[config.mk]
export PLATFORM = sky130hd
export DESIGN_NAME = noc_ni_buffered
export DESIGN_NICKNAME = d
export VERILOG_FILES = /design/src/rtl/noc_ni_buffered_pkg.sv /design/src/rtl/noc_ni_fifo.sv /design/src/rtl/noc_ni_buffered.sv
export SDC_FILE = /design/constraint.sdc
export NUM_CORES = 1
export LEC_CHECK = 0
export ABC_AREA = 1
export CORE_UTILIZATION = 39
export DETAILED_ROUTE_END_ITERATION = 7
export PLACE_DENSITY = 0.56
export RECOVER_POWER = 50
export SYNTH_ARGS = -nofsm -noshare
export SYNTH_HDL_FRONTEND = slang
export SYNTH_SLANG_ARGS = --single-unit
[constraint.sdc]
create_clock -name clk -period 4.5 [get_ports clk]
set_clock_uncertainty 0.1 [all_clocks]
set_input_delay 0.9 -clock clk [delete_from_list [all_inputs] [get_ports clk]]
set_output_delay 0.9 -clock clk [all_outputs]
set_load 0.05 [all_outputs]
[src/rtl/noc_ni_buffered_pkg.sv]
// Shared definitions for the buffered mesh network interface.
// Header field placement, address width and TX FSM encoding.
package noc_ni_buffered_pkg;

  localparam int MESH_AW = 4;

  localparam int DEST_SLOT = 1;
  localparam int SRC_SLOT  = 2;

  typedef enum logic [1:0] {
    ST_IDLE     = 2'd0,
    ST_REQ      = 2'd1,
    ST_WAIT_ACK = 2'd2
  } tx_state_e;

  function automatic int field_lsb(
    input int flit_w,
    input int slot
  );
    return flit_w - slot * MESH_AW;
  endfunction

endpackage

[src/rtl/noc_ni_fifo.sv]
// Synchronous FIFO used for both NI directions.
// Registered head, no fall-through; full blocks push even with a pop.
module noc_ni_fifo #(
  parameter int W     = 32,
  parameter int DEPTH = 4
) (
  input  logic         clk,
  input  logic         reset,
  input  logic         push,
  input  logic         pop,
  input  logic [W-1:0] din,
  output logic [W-1:0] head,
  output logic         full,
  output logic         empty
);

  localparam int AW = $clog2(DEPTH);

  logic [W-1:0] mem [DEPTH];
  logic [AW:0]  wr_q;
  logic [AW:0]  rd_q;
  logic         do_push;
  logic         do_pop;

  assign empty = (wr_q == rd_q);
  assign full  = (wr_q[AW] != rd_q[AW]) &&
                 (wr_q[AW-1:0] == rd_q[AW-1:0]);
  assign head  = mem[rd_q[AW-1:0]];

  assign do_push = push && !full;
  assign do_pop  = pop && !empty;

  // Pointer update; wrap comes from natural overflow of the extra bit.
  always_ff @(posedge clk) begin
    if (reset) begin
      wr_q <= '0;
      rd_q <= '0;
    end else begin
      if (do_push) wr_q <= wr_q + (AW+1)'(1);
      if (do_pop)  rd_q <= rd_q + (AW+1)'(1);
    end
  end

  // Storage write.
  always_ff @(posedge clk) begin
    if (do_push) mem[wr_q[AW-1:0]] <= din;
  end

endmodule

[src/rtl/noc_ni_buffered.sv]
// Buffered PE<->switch network interface.
// TX: stop-and-wait with timeout/retry. RX: address filter and ack.
module noc_ni_buffered
  import noc_ni_buffered_pkg::*;
#(
  parameter logic [MESH_AW-1:0] ADDR      = 4'b0000,
  parameter int                 FLIT_W    = 32,
  parameter int                 TX_DEPTH  = 4,
  parameter int                 RX_DEPTH  = 4,
  parameter logic [9:0]         TIMEOUT   = 10'd50,
  parameter int                 MAX_RETRY = 3
) (
  input  logic              clk,
  input  logic              reset,
  input  logic [FLIT_W-1:0] pe_tx_flit,
  input  logic              pe_tx_valid,
  output logic              pe_tx_ready,
  output logic [FLIT_W-1:0] sw_tx_flit,
  output logic              sw_tx_req,
  input  logic              sw_tx_grant,
  input  logic              sw_tx_ack,
  input  logic [FLIT_W-1:0] sw_rx_flit,
  input  logic              sw_rx_valid,
  output logic              sw_rx_ack,
  output logic [FLIT_W-1:0] pe_rx_flit,
  output logic              pe_rx_valid,
  input  logic              pe_rx_ready,
  output logic              timeout,
  output logic              tx_fail,
  output logic [7:0]        drop_cnt
);

  localparam int DEST_LSB = field_lsb(FLIT_W, DEST_SLOT);
  localparam int SRC_LSB  = field_lsb(FLIT_W, SRC_SLOT);
  localparam int RW = (MAX_RETRY < 1) ? 1
                    : $clog2(MAX_RETRY + 1);

  logic [FLIT_W-1:0] tx_in;
  logic [FLIT_W-1:0] tx_head;
  logic              tx_full;
  logic              tx_empty;
  logic              tx_push;
  logic              tx_pop;

  logic              rx_full;
  logic              rx_empty;
  logic              rx_push;
  logic              rx_pop;
  logic              rx_drop;
  logic              dest_ok;

  tx_state_e         state_q;
  tx_state_e         state_d;
  logic [9:0]        timer_q;
  logic [RW-1:0]     retry_q;
  logic [FLIT_W-1:0] flit_q;
  logic              ack_q;
  logic [7:0]        drop_q;
  logic              expire;
  logic              give_up;

  // Source stamping happens on the way into the TX FIFO.
  always_comb begin
    tx_in = pe_tx_flit;
    tx_in[SRC_LSB +: MESH_AW] = ADDR;
  end

  assign pe_tx_ready = !tx_full;
  assign tx_push     = pe_tx_valid && !tx_full;

  noc_ni_fifo #(
    .W     (FLIT_W),
    .DEPTH (TX_DEPTH)
  ) u_tx_fifo (
    .clk   (clk),
    .reset (reset),
    .push  (tx_push),
    .pop   (tx_pop),
    .din   (tx_in),
    .head  (tx_head),
    .full  (tx_full),
    .empty (tx_empty)
  );

  assign expire  = (state_q == ST_WAIT_ACK) && !sw_tx_ack &&
                   (timer_q == TIMEOUT - 10'd1);
  assign give_up = expire && !(retry_q < RW'(MAX_RETRY));

  // TX FSM state register.
  always_ff @(posedge clk) begin
    if (reset) state_q <= ST_IDLE;
    else       state_q <= state_d;
  end

  // TX FSM next-state logic; an ack beats a same-cycle expiry.
  always_comb begin
    state_d = state_q;
    unique case (state_q)
      ST_IDLE: begin
        if (!tx_empty) state_d = ST_REQ;
      end
      ST_REQ: begin
        if (sw_tx_grant) state_d = ST_WAIT_ACK;
      end
      ST_WAIT_ACK: begin
        if (sw_tx_ack)   state_d = ST_IDLE;
        else if (expire) state_d = give_up ? ST_IDLE : ST_REQ;
      end
      default: state_d = ST_IDLE;
    endcase
  end

  // TX FSM outputs.
  always_comb begin
    sw_tx_req = (state_q == ST_REQ);
    timeout   = expire;
    tx_fail   = give_up;
    tx_pop    = ((state_q == ST_WAIT_ACK) && sw_tx_ack) ||
                give_up;
  end

  // Ack timer: restarts on every entry into WAIT_ACK.
  always_ff @(posedge clk) begin
    if (reset) begin
      timer_q <= '0;
    end else if ((state_q == ST_WAIT_ACK) &&
                 (state_d == ST_WAIT_ACK)) begin
      timer_q <= timer_q + 10'd1;
    end else begin
      timer_q <= '0;
    end
  end

  // Retry count for the flit in flight; cleared while idle.
  always_ff @(posedge clk) begin
    if (reset) begin
      retry_q <= '0;
    end else if (state_q == ST_IDLE) begin
      retry_q <= '0;
    end else if (expire && !give_up) begin
      retry_q <= retry_q + RW'(1);
    end
  end

  // Outgoing flit register: loaded on entry to REQ, zero in IDLE.
  always_ff @(posedge clk) begin
    if (reset) begin
      flit_q <= '0;
    end else if (state_d == ST_IDLE) begin
      flit_q <= '0;
    end else if ((state_d == ST_REQ) &&
                 (state_q != ST_REQ)) begin
      flit_q <= tx_head;
    end
  end

  assign sw_tx_flit = flit_q;

  assign dest_ok = (sw_rx_flit[DEST_LSB +: MESH_AW] == ADDR);
  assign rx_push = sw_rx_valid && dest_ok && !rx_full;
  assign rx_drop = sw_rx_valid && !rx_push;
  assign rx_pop  = pe_rx_ready && !rx_empty;

  noc_ni_fifo #(
    .W     (FLIT_W),
    .DEPTH (RX_DEPTH)
  ) u_rx_fifo (
    .clk   (clk),
    .reset (reset),
    .push  (rx_push),
    .pop   (rx_pop),
    .din   (sw_rx_flit),
    .head  (pe_rx_flit),
    .full  (rx_full),
    .empty (rx_empty)
  );

  assign pe_rx_valid = !rx_empty;

  // RX ack pulse one cycle after an accepted flit.
  always_ff @(posedge clk) begin
    if (reset) ack_q <= 1'b0;
    else       ack_q <= rx_push;
  end

  // Saturating count of misrouted or overflow drops.
  always_ff @(posedge clk) begin
    if (reset) begin
      drop_q <= '0;
    end else if (rx_drop && (drop_q != 8'hFF)) begin
      drop_q <= drop_q + 8'd1;
    end
  end

  assign sw_rx_ack = ack_q;
  assign drop_cnt  = drop_q;

endmodule

==> summary.md <==
| Metric | Value |
|---|---|
| Initial core utilization | 0.396 |
| Die area | 0.0317 mm2 |
| Die Wd | 178 um |
| Failing checks | capacitance limit, slew limit |
| Power Total | 6.84 mW |
| # resized after CTS | 0 |
| Root Buffer | clkbuf_16 |
| Cell Area, Synth | 0.0121 mm2 |
| Met3 routed WL | 1.71 mm |
| LEAKAGE | 5.49 nW |
| Worst-Skew Late Latency | 0.51 ns |
| CTS H-tree depth | 2 |
| Critical path class | primary input to output pin |
| Vias in the first global route | 7426 |
| Status | finished with violations |
| Max-cap violations | 3 |
| Worst hold stages | 2 |
| Nets | 1255 |
| CTS tree | built |
| Min-Delay Path Class | flip-flop to flip-flop |
| YS warnings | 0 |
| Worst-path clk slew | 0.06 ns |
| RSZ-0062 raised after global routing | no |
| Max rail drop VDD | 254 uV |
| Tcrit/Tclk final | 0.844 |
| Synth Area in Simple Gates | 0.127 |
| Type of origin of the critical path | primary input |
| Mean Syn Cell Area | 11.8 um2 |
| Drt total wl | 25.8 mm |
| Post-synthesis compound-gate area fraction | 0.0958 |
| Cell count after synthesis | 1028 |
| Library cells used by synthesis | 37 |
| Clock sinks | 305 |
| I/O pins | 149 |
| Post-synthesis adder-cell area fraction | 0.0145 |
| #FFs+latches synth | 305 |
| Tot GR Track Use | 0.164 |
| Post-DP HPWL | 14.4 mm |
| Pin count of the biggest net entering global routing | 65 |
| Crit path time final | 3.80 ns |
| Worst Max-Slew Pin Slew | 1.93 ns |
| Commonest non-fill, non-tap cell in the layout | edfxtp_1 |
| Total CTS buffers | 34 |
| Top layer in use | met5 |
| DR DRC count | 0 |
| Std cell rows | 64 |
| Pwr dens | 462 mW/mm2 |
| Met1 Routed Length | 11.3 mm |
| Via count | 7766 |
| First-pass GRT wire length | 39.8 mm |
| Via-to-Cell Ratio | 4.86 |
| Seq/Total Area, Yosys | 0.704 |
| DR iter-0 viols | 402 |
| Synth Area in XOR/XNOR | 0.0137 |
| Max clock buf depth | 3 |
| Initial antenna violation count | 8 |
| Setup TNS | 0 ns |
| Core area | 0.0305 mm2 |
| Commonest non-fill, non-tap cells in the layout | 240 x edfxtp_1, 151 x nor2_1, 128 x nand2_1, 116 x o21ai_0 |
| Hold Vio Cnt, Final | 0 |
| DRT antenna net count | 0 |
| Wirelength per Cell | 16.1 um |
| Max-slew headroom | -0.285 |
| Die height | 178 um |
| Setup violators final | 0 |
| Critical Path RT | 3.50 ns |
| PortBufs | 140 |
| Share of cells above drive strength 1 | 0.101 |
| CTS Hold Buffers Added | 0 |
| 1st-pass router iterations | 4 |
| GR Overflow Total | 0 |
| CP arrival | 2.80 ns |
| Slew Limit Fails | 88 |
| Met2 WL | 12.3 mm |
| Max FO, Critical Path | 5 |
| Mux share of post-synthesis cell area | 0 |
| RD Place Congestion | 0.729 |
| Layout area overhead | 22.7% |
| Largest family of logic cells by synthesized area | simple AND/OR/NAND/NOR gates |
| Postcts setup bufs | 0 |
| Max Clk Rate | 0.263 GHz |
| Reg2reg path depth | 8 |
| Endpoint type of the worst setup path | output pin |
[layer usage]
metal  global-route usage  up-vias
met1                0.205     3645
met5                    0        -
li1                     -     3896
met2                0.279      176
met4               0.0481        4
met3               0.0405       45
[sequential cells by signal (all words and copies together) (netlist names), named ones only]
register	count
drop_cnt	8
retry_q	2
state_q	2
sw_rx_ack	1
sw_tx_flit	28
timer_q	10
u_rx_fifo.mem	128
u_rx_fifo.rd_q	3
u_rx_fifo.wr_q	3
u_tx_fifo.mem	112
u_tx_fifo.rd_q	3
u_tx_fifo.wr_q	3
[cells by family (layout without fill, tap and decap cells)]
group / Yosys count / count (layout)
xor gates and xnor gates: 18 / 18
adders and majority gates: 14 / 14
and+or+nand+nor: 357 / 357
DFF: 305 / 305
buffers and inverters: 119 / 283
other: 1 / 10
AOI/OAI and AO/OA: 214 / 214
[worst max-delay path, stage by stage]
cell,delay (ns)
dlygate4sd3_1,0.58
nor3_4,0.31
nand3_1,0.15
inv_1,0.07
clkdlybuf4s50_1,0.79
[cell usage after synthesis (all sizes together)]
master | n | area share
buf | 27 | 0.016
nand3 | 51 | 0.023
nand2 | 136 | 0.047
nor2 | 159 | 0.049
clkbuf | 27 | 0.0085
inv | 63 | 0.020
nand4 | 3 | 0.0028
xnor2 | 5 | 0.0042
xor2 | 13 | 0.0094
clkinv | 2 | 0.00072
a21boi | 1 | 0.00062
nor3 | 6 | 0.0034
a21oi | 22 | 0.0091
o22ai | 60 | 0.031
or2 | 1 | 0.00052
dfxtp | 65 | 0.11
a31oi | 2 | 0.0016
nor3b | 1 | 0.0010
o21ai | 129 | 0.053
edfxtp | 240 | 0.60
conb | 1 | 0.00031
ha | 14 | 0.015
[final cells by class]
cell class	instances	area [um2]
fill	2767	15700
sequential	305	8510
multi-input combinational	607	3050
timing repair buffer	157	1440
clock buffer	51	970
tap	396	495
inverter	65	245
clock inverter	10	100
antenna	6	15.0
[metrics by stage]
step / instance area [um2] / cells / hold slack, ns / utilization / worst slack, ns
after floorplan: 12100 / 1031 / 0.327 / - / 1.02
after global placement: 13800 / 1530 / 0.337 / 0.451 / 0.809
after detailed placement: 13800 / 1530 / 0.344 / 0.451 / 0.810
after CTS: 14800 / 1591 / 0.352 / 0.486 / 0.810
after global routing: 14800 / 1593 / 0.393 / 0.486 / 0.607
final: 14800 / 1597 / 0.349 / 0.486 / 0.701
[final timing paths]
| path | from | endpoint | slack [ns] |
|---|---|---|---|
| worst max-delay path | sw_tx_ack | tx_fail | 0.70 |
| worst min-delay path | retry_q[1]$_SDFFE_PP0P_ | retry_q[1]$_SDFFE_PP0P_ | 0.35 |
| worst max register to register | u_tx_fifo.rd_q[1]$_SDFFE_PP0P_ | u_tx_fifo.mem[3][7]$_DFFE_PP_ | 0.93 |
| worst min register to register | retry_q[1]$_SDFFE_PP0P_ | retry_q[1]$_SDFFE_PP0P_ | 0.35 |
[power by group]
group          switching, mW  internal (mW)  leakage (nW)
Clock                   1.04           1.60         0.525
Combinational          0.748          0.295          2.26
Sequential            0.0335           3.13          2.71
No activity file was read; power rests on OpenSTA's default activity.
